File: config.mk
export PLATFORM = sky130hd
export DESIGN_NAME = axi4_lite_slave_regfile
export DESIGN_NICKNAME = d
export VERILOG_FILES = /design/src/rtl/axi4_lite_slave_regfile.sv
export SDC_FILE = /design/constraint.sdc
export NUM_CORES = 1
export LEC_CHECK = 0
export ABC_CLOCK_PERIOD_IN_PS = 1800
export BUFFER_PORTS_ARGS = -buffer_cell sky130_fd_sc_hd__buf_4
export CAP_MARGIN = 20
export CORE_UTILIZATION = 30
export DETAILED_ROUTE_END_ITERATION = 16
export HOLD_SLACK_MARGIN = 0.08
export SLEW_MARGIN = 20
export SYNTH_ARGS = -nofsm -noshare
export SYNTH_HDL_FRONTEND = slang
export SYNTH_SLANG_ARGS = --single-unit
File: constraint.sdc
create_clock -name ACLK -period 1.8 [get_ports ACLK]
set_clock_uncertainty 0.15 [all_clocks]
set_input_delay 0.18 -clock ACLK [delete_from_list [all_inputs] [get_ports ACLK]]
set_output_delay 0.18 -clock ACLK [all_outputs]
set_load 0.01 [all_outputs]
File: src/rtl/axi4_lite_slave_regfile.sv
// AXI4-Lite slave register file: byte strobes, AW/W accepted in either order, concurrent R/W.
// Define AXIL_REGFILE_SLVERR_EN to answer out-of-range accesses with SLVERR instead of OKAY.
module axi4_lite_slave_regfile #(
  parameter int unsigned DATA_WIDTH = 32,
  parameter int unsigned NUM_REGS   = 4,
  parameter int unsigned ADDR_WIDTH = 4
) (
  input  logic                           ACLK,
  input  logic                           ARESET,
  input  logic [ADDR_WIDTH-1:0]          AWADDR,
  input  logic                           AWVALID,
  output logic                           AWREADY,
  input  logic [DATA_WIDTH-1:0]          WDATA,
  input  logic [DATA_WIDTH/8-1:0]        WSTRB,
  input  logic                           WVALID,
  output logic                           WREADY,
  output logic [1:0]                     BRESP,
  output logic                           BVALID,
  input  logic                           BREADY,
  input  logic [ADDR_WIDTH-1:0]          ARADDR,
  input  logic                           ARVALID,
  output logic                           ARREADY,
  output logic [DATA_WIDTH-1:0]          RDATA,
  output logic [1:0]                     RRESP,
  output logic                           RVALID,
  input  logic                           RREADY,
  output logic [NUM_REGS*DATA_WIDTH-1:0] reg_out
);

  localparam int unsigned StrbWidth = DATA_WIDTH / 8;
  localparam int unsigned AddrLsb   = $clog2(StrbWidth);

  typedef enum logic {WAddrData, WResp} w_state_e;
  typedef enum logic {RAddr, RData} r_state_e;

  w_state_e              w_state_q, w_state_d;
  r_state_e              r_state_q, r_state_d;
  logic                  aw_held_q, aw_held_d;
  logic                  w_held_q, w_held_d;
  logic [ADDR_WIDTH-1:0] awaddr_q, awaddr_d;
  logic [DATA_WIDTH-1:0] wdata_q, wdata_d;
  logic [StrbWidth-1:0]  wstrb_q, wstrb_d;
  logic [1:0]            bresp_q, bresp_d;
  logic [1:0]            rresp_q, rresp_d;
  logic [DATA_WIDTH-1:0] rdata_q, rdata_d;
  logic [DATA_WIDTH-1:0] regs_q [NUM_REGS];
  logic [DATA_WIDTH-1:0] regs_d [NUM_REGS];

  logic                  aw_fire, w_fire, ar_fire, commit;
  logic [ADDR_WIDTH-1:0] wr_addr;
  logic [DATA_WIDTH-1:0] wr_data;
  logic [StrbWidth-1:0]  wr_strb;
  logic [31:0]           wr_idx, rd_idx;
  logic                  wr_hit, rd_hit;
  logic [DATA_WIDTH-1:0] rd_val;

  function automatic logic [31:0] reg_index(input logic [ADDR_WIDTH-1:0] addr);
    return 32'(addr >> AddrLsb);
  endfunction

  // Write channel: AW and W are latched independently; commit when both are held.
  always_comb begin
    w_state_d = w_state_q;
    aw_held_d = aw_held_q;
    w_held_d  = w_held_q;
    awaddr_d  = awaddr_q;
    wdata_d   = wdata_q;
    wstrb_d   = wstrb_q;
    bresp_d   = bresp_q;
    regs_d    = regs_q;
    commit    = 1'b0;

    AWREADY = !ARESET && (w_state_q == WAddrData) && !aw_held_q;
    WREADY  = !ARESET && (w_state_q == WAddrData) && !w_held_q;
    aw_fire = AWVALID && AWREADY;
    w_fire  = WVALID && WREADY;

    wr_addr = aw_held_q ? awaddr_q : AWADDR;
    wr_data = w_held_q ? wdata_q : WDATA;
    wr_strb = w_held_q ? wstrb_q : WSTRB;
    wr_idx  = reg_index(wr_addr);
    wr_hit  = wr_idx < NUM_REGS;

    case (w_state_q)
      WAddrData: begin
        if (aw_fire) begin
          aw_held_d = 1'b1;
          awaddr_d  = AWADDR;
        end
        if (w_fire) begin
          w_held_d = 1'b1;
          wdata_d  = WDATA;
          wstrb_d  = WSTRB;
        end
        if ((aw_held_q || aw_fire) && (w_held_q || w_fire)) begin
          commit    = 1'b1;
          w_state_d = WResp;
`ifdef AXIL_REGFILE_SLVERR_EN
          bresp_d = wr_hit ? 2'b00 : 2'b10;
`else
          bresp_d = 2'b00;
`endif
        end
      end
      WResp: begin
        if (BREADY) begin
          aw_held_d = 1'b0;
          w_held_d  = 1'b0;
          w_state_d = WAddrData;
        end
      end
      default: w_state_d = WAddrData;
    endcase

    for (int k = 0; k < NUM_REGS; k++) begin
      if (commit && wr_hit && (wr_idx == 32'(k))) begin
        for (int b = 0; b < StrbWidth; b++) begin
          if (wr_strb[b]) regs_d[k][8*b +: 8] = wr_data[8*b +: 8];
        end
      end
    end
  end

  // Read channel samples regs_q, so a read on the commit edge sees the old value.
  always_comb begin
    r_state_d = r_state_q;
    rdata_d   = rdata_q;
    rresp_d   = rresp_q;

    ARREADY = !ARESET && (r_state_q == RAddr);
    ar_fire = ARVALID && ARREADY;
    rd_idx  = reg_index(ARADDR);
    rd_hit  = rd_idx < NUM_REGS;
    rd_val  = '0;
    for (int k = 0; k < NUM_REGS; k++) begin
      if (rd_hit && (rd_idx == 32'(k))) rd_val = regs_q[k];
    end

    case (r_state_q)
      RAddr: begin
        if (ar_fire) begin
          rdata_d   = rd_val;
          r_state_d = RData;
`ifdef AXIL_REGFILE_SLVERR_EN
          rresp_d = rd_hit ? 2'b00 : 2'b10;
`else
          rresp_d = 2'b00;
`endif
        end
      end
      RData: begin
        if (RREADY) r_state_d = RAddr;
      end
      default: r_state_d = RAddr;
    endcase
  end

  always_ff @(posedge ACLK) begin
    if (ARESET) begin
      w_state_q <= WAddrData;
      r_state_q <= RAddr;
      aw_held_q <= 1'b0;
      w_held_q  <= 1'b0;
      awaddr_q  <= '0;
      wdata_q   <= '0;
      wstrb_q   <= '0;
      bresp_q   <= 2'b00;
      rresp_q   <= 2'b00;
      rdata_q   <= '0;
      regs_q    <= '{default: '0};
    end else begin
      w_state_q <= w_state_d;
      r_state_q <= r_state_d;
      aw_held_q <= aw_held_d;
      w_held_q  <= w_held_d;
      awaddr_q  <= awaddr_d;
      wdata_q   <= wdata_d;
      wstrb_q   <= wstrb_d;
      bresp_q   <= bresp_d;
      rresp_q   <= rresp_d;
      rdata_q   <= rdata_d;
      regs_q    <= regs_d;
    end
  end

  assign BVALID = (w_state_q == WResp);
  assign BRESP  = bresp_q;
  assign RVALID = (r_state_q == RData);
  assign RDATA  = rdata_q;
  assign RRESP  = rresp_q;

  always_comb begin
    reg_out = '0;
    for (int k = 0; k < NUM_REGS; k++) begin
      reg_out[k*DATA_WIDTH +: DATA_WIDTH] = regs_q[k];
    end
  end

endmodule

==> results.toml <==
[clock_tree]
numCtsBuffers = 23
path_clk_slew_ns = 0.06
tritoncts = "yes"
clk_latency_ns = 0.50
h-tree-depth = 1
clockBufferDepth = 3
cts_sinks = 202
root_buffer = "clkbuf_16"

[die]
start_util_pct = 30.6
fp.dieArea_sq_mm = 0.0310
die_h_microns = 176
rows = 63
ios = 220
core_area_sq_mm = 0.0297
die_x_microns = 176

[sta]
hold_violations = 0
setup_viol = 0
maxSlewHeadroom_pct = 65.1
finalCritPeriodShare_pct = 97.9
drv_slew = 0
rsz0062_at_grt = "yes"
worstMarginPinSlew_ns = 0.519
max_freq_ghz = 0.568
fin_crit_ns = 1.76

[global_route]
grt_pass1_vias = 6887
grt_max_degree = 122
antenna_found_initial = 5
grt_overflow = 0
grt_usage_pct = 16.4
grt_first_pass_wirelength_mm = 40.1

[synth]
syn_inst = 888
async_reset_ff_share_pct = 0
synthTopCellsByArea = "dfxtp_1, mux2i_1, nand2b_1"
synth_top_flop_cell = "dfxtp_1"
synth.top_cell.area_share_pct = 44.4
ys_ff_latch = 202
yosysTopAreaCell = "dfxtp_1"
netlist_area_sq_mm = 0.00910
yosysMostFrequentCell = "dfxtp_1"
synth_area_per_cell_sq_um = 10.2
yosysWarnings = 0
synth_edf_count = 0
synthDistinctLibCells = 30
ys_seq_area_share_pct = 44.4
synth_common_cells = "dfxtp_1, nand2b_1, mux2i_1"

[drt]
vias = 7047
wl_per_cell_microns = 16.6
drc = 0
ant_nets = 0
vias_per_cell = 4.52
drt_wl_total_mm = 25.9
drt_pass1_iterations = 4
first_iter_violations = 402

[critical_path]
crit_required_ns = 1.47
cpMostUsedCell = "buf_4"
path_class = "flip-flop to output pin"
cpPeakStageDelay_ns = 0.41
critPathArrivalTime_ns = 1.43
crit_path_cell_trace = "nor3_2 > buf_4 > buf_4"
cpMaxStageDelayCell = "dfxtp_2"
cp-end-kind = "output pin"
critPathLaunchType = "flip-flop"
r2r_slack_ns = 0.06
crit_fanout = 10

[placed_design]
routabilityCongestion = 0.793
postPlaceCellArea_sq_mm = 0.0114
numPortBuffers = 211
hpwl_mm = 18.5

[final_layout]
multi_input_area_sq_mm = 0.00477
areaGrowthSynthToFinish_pct = 39.8
drive_gt1_share_pct = 32.3
finalNetCount = 1202
nFillCells = 2868
seqCellArea_sq_mm = 0.00405
final_util_pct = 42.8
fin_area_sq_mm = 0.0127

[run_status]
status = "finished clean"

[job]
max_cap_violations = 0

[power_and_ir_drop]
ir_drop_v = 0.000550
leakagePower_nw = 5.04
power.density_mw_per_mm2 = 830

[min_path]
min_path_type = "input port to flip-flop"
-- per-layer routing --
layer / share of wire, % / track usage, %
met1: 46 / 21.7
met2: 47 / 27.3
met3: 5.4 / 3.21
met4: 1.6 / 3.91
met5: 0.12 / 0
-- worst paths after layout --
path,start,end,cells past startpoint
worst max-delay path,w_held_q,WREADY,3
worst min-delay path,ARESET,wdata_q[15],3
worst max register to register,w_held_q,reg_out[36],5
worst min register to register,wdata_q[21],wdata_q[21],2
-- registers in the layout (all words and copies together) (netlist names) --
register	cells
wstrb_q	4
RDATA	32
BVALID	1
RVALID	1
aw_held_q	1
wdata_q	32
w_held_q	1
awaddr_q	2
reg_out	128
-- repair_timing --
item	in CTS	in global routing
setup buffers	2	0
endpoints found under the setup margin	15	102
hold buffers	47	0
pin swaps	2	0
resized for setup	2	3
hold endpoints to repair	158	0
-- kinds of logic (layout without fill, tap and decap cells) --
| kind of cell | after synthesis | in the layout | synth area share [%] |
|---|---|---|---|
| simple gates | 338 | 338 | 20.9 |
| flops | 202 | 202 | 44.4 |
| buf+inv | 63 | 338 | 3.45 |
| mux | 196 | 196 | 26.0 |
| compound gates | 88 | 88 | 5.16 |
| other cells | 1 | 6 | 0.0412 |
-- cell type report --
type / count / area share, %
multi-input cells: 626 / 37.5
flip-flops and latches: 202 / 31.8
repair buffers: 297 / 20.6
clock buffers: 28 / 4.75
well taps: 390 / 3.84
clock inverters: 12 / 1.37
diodes: 2 / 0.0393
inverters: 1 / 0.0295
-- report_power, final --
group | total, W | switching (W) | internal, W
Combinational | 0.00108 | 0.000530 | 0.000545
Clock | 0.00487 | 0.00190 | 0.00297
Sequential | 0.00462 | 0.0000653 | 0.00455
-- metrics by stage --
stage	power, W	setup slack [ns]	setup TNS, ns	cells	hold WS [ns]
floorplan	0.00531	0.148	0	891	0.130
global placement	0.00569	0.0254	0	1467	0.221
detailed placement	0.00571	-0.0254	-0.0738	1467	0.222
CTS	0.0107	-0.00192	-0.00192	1556	0.0817
global route	0.0110	-0.0499	-0.561	1556	0.102
finish	0.0106	0.0387	0	1558	0.0551
-- cell usage in the layout, fill, tap and decap left out, drive strengths merged, types with 2 or more instances in the layout --
master,Yosys,routed
nand2b,161,161
clkinv,0,7
nand3,3,3
nor3,3,3
dlygate4sd3,0,47
nand3b,4,4
o21ai,45,45
and3b,2,2
or2,32,32
nand2,110,110
nor2,16,16
inv,1,2
conb,1,4
clkbuf,31,28
buf,31,250
nor3b,3,3
mux2i,160,160
mux2,4,4
dfxtp,202,202
bufinv,0,4
and2,2,2
mux4,32,32
diode,0,2
a21oi,39,39
a22oi,2,2
-- critical path, delay by kind of cell, from the launching register on --
| kind | cells | cell delay, ns |
|---|---|---|
| simple gates | 1 | 0.27 |
| buf+inv | 2 | 0.26 |
| flops | 1 | 0.41 |
Power figures use the tool's default switching activity.
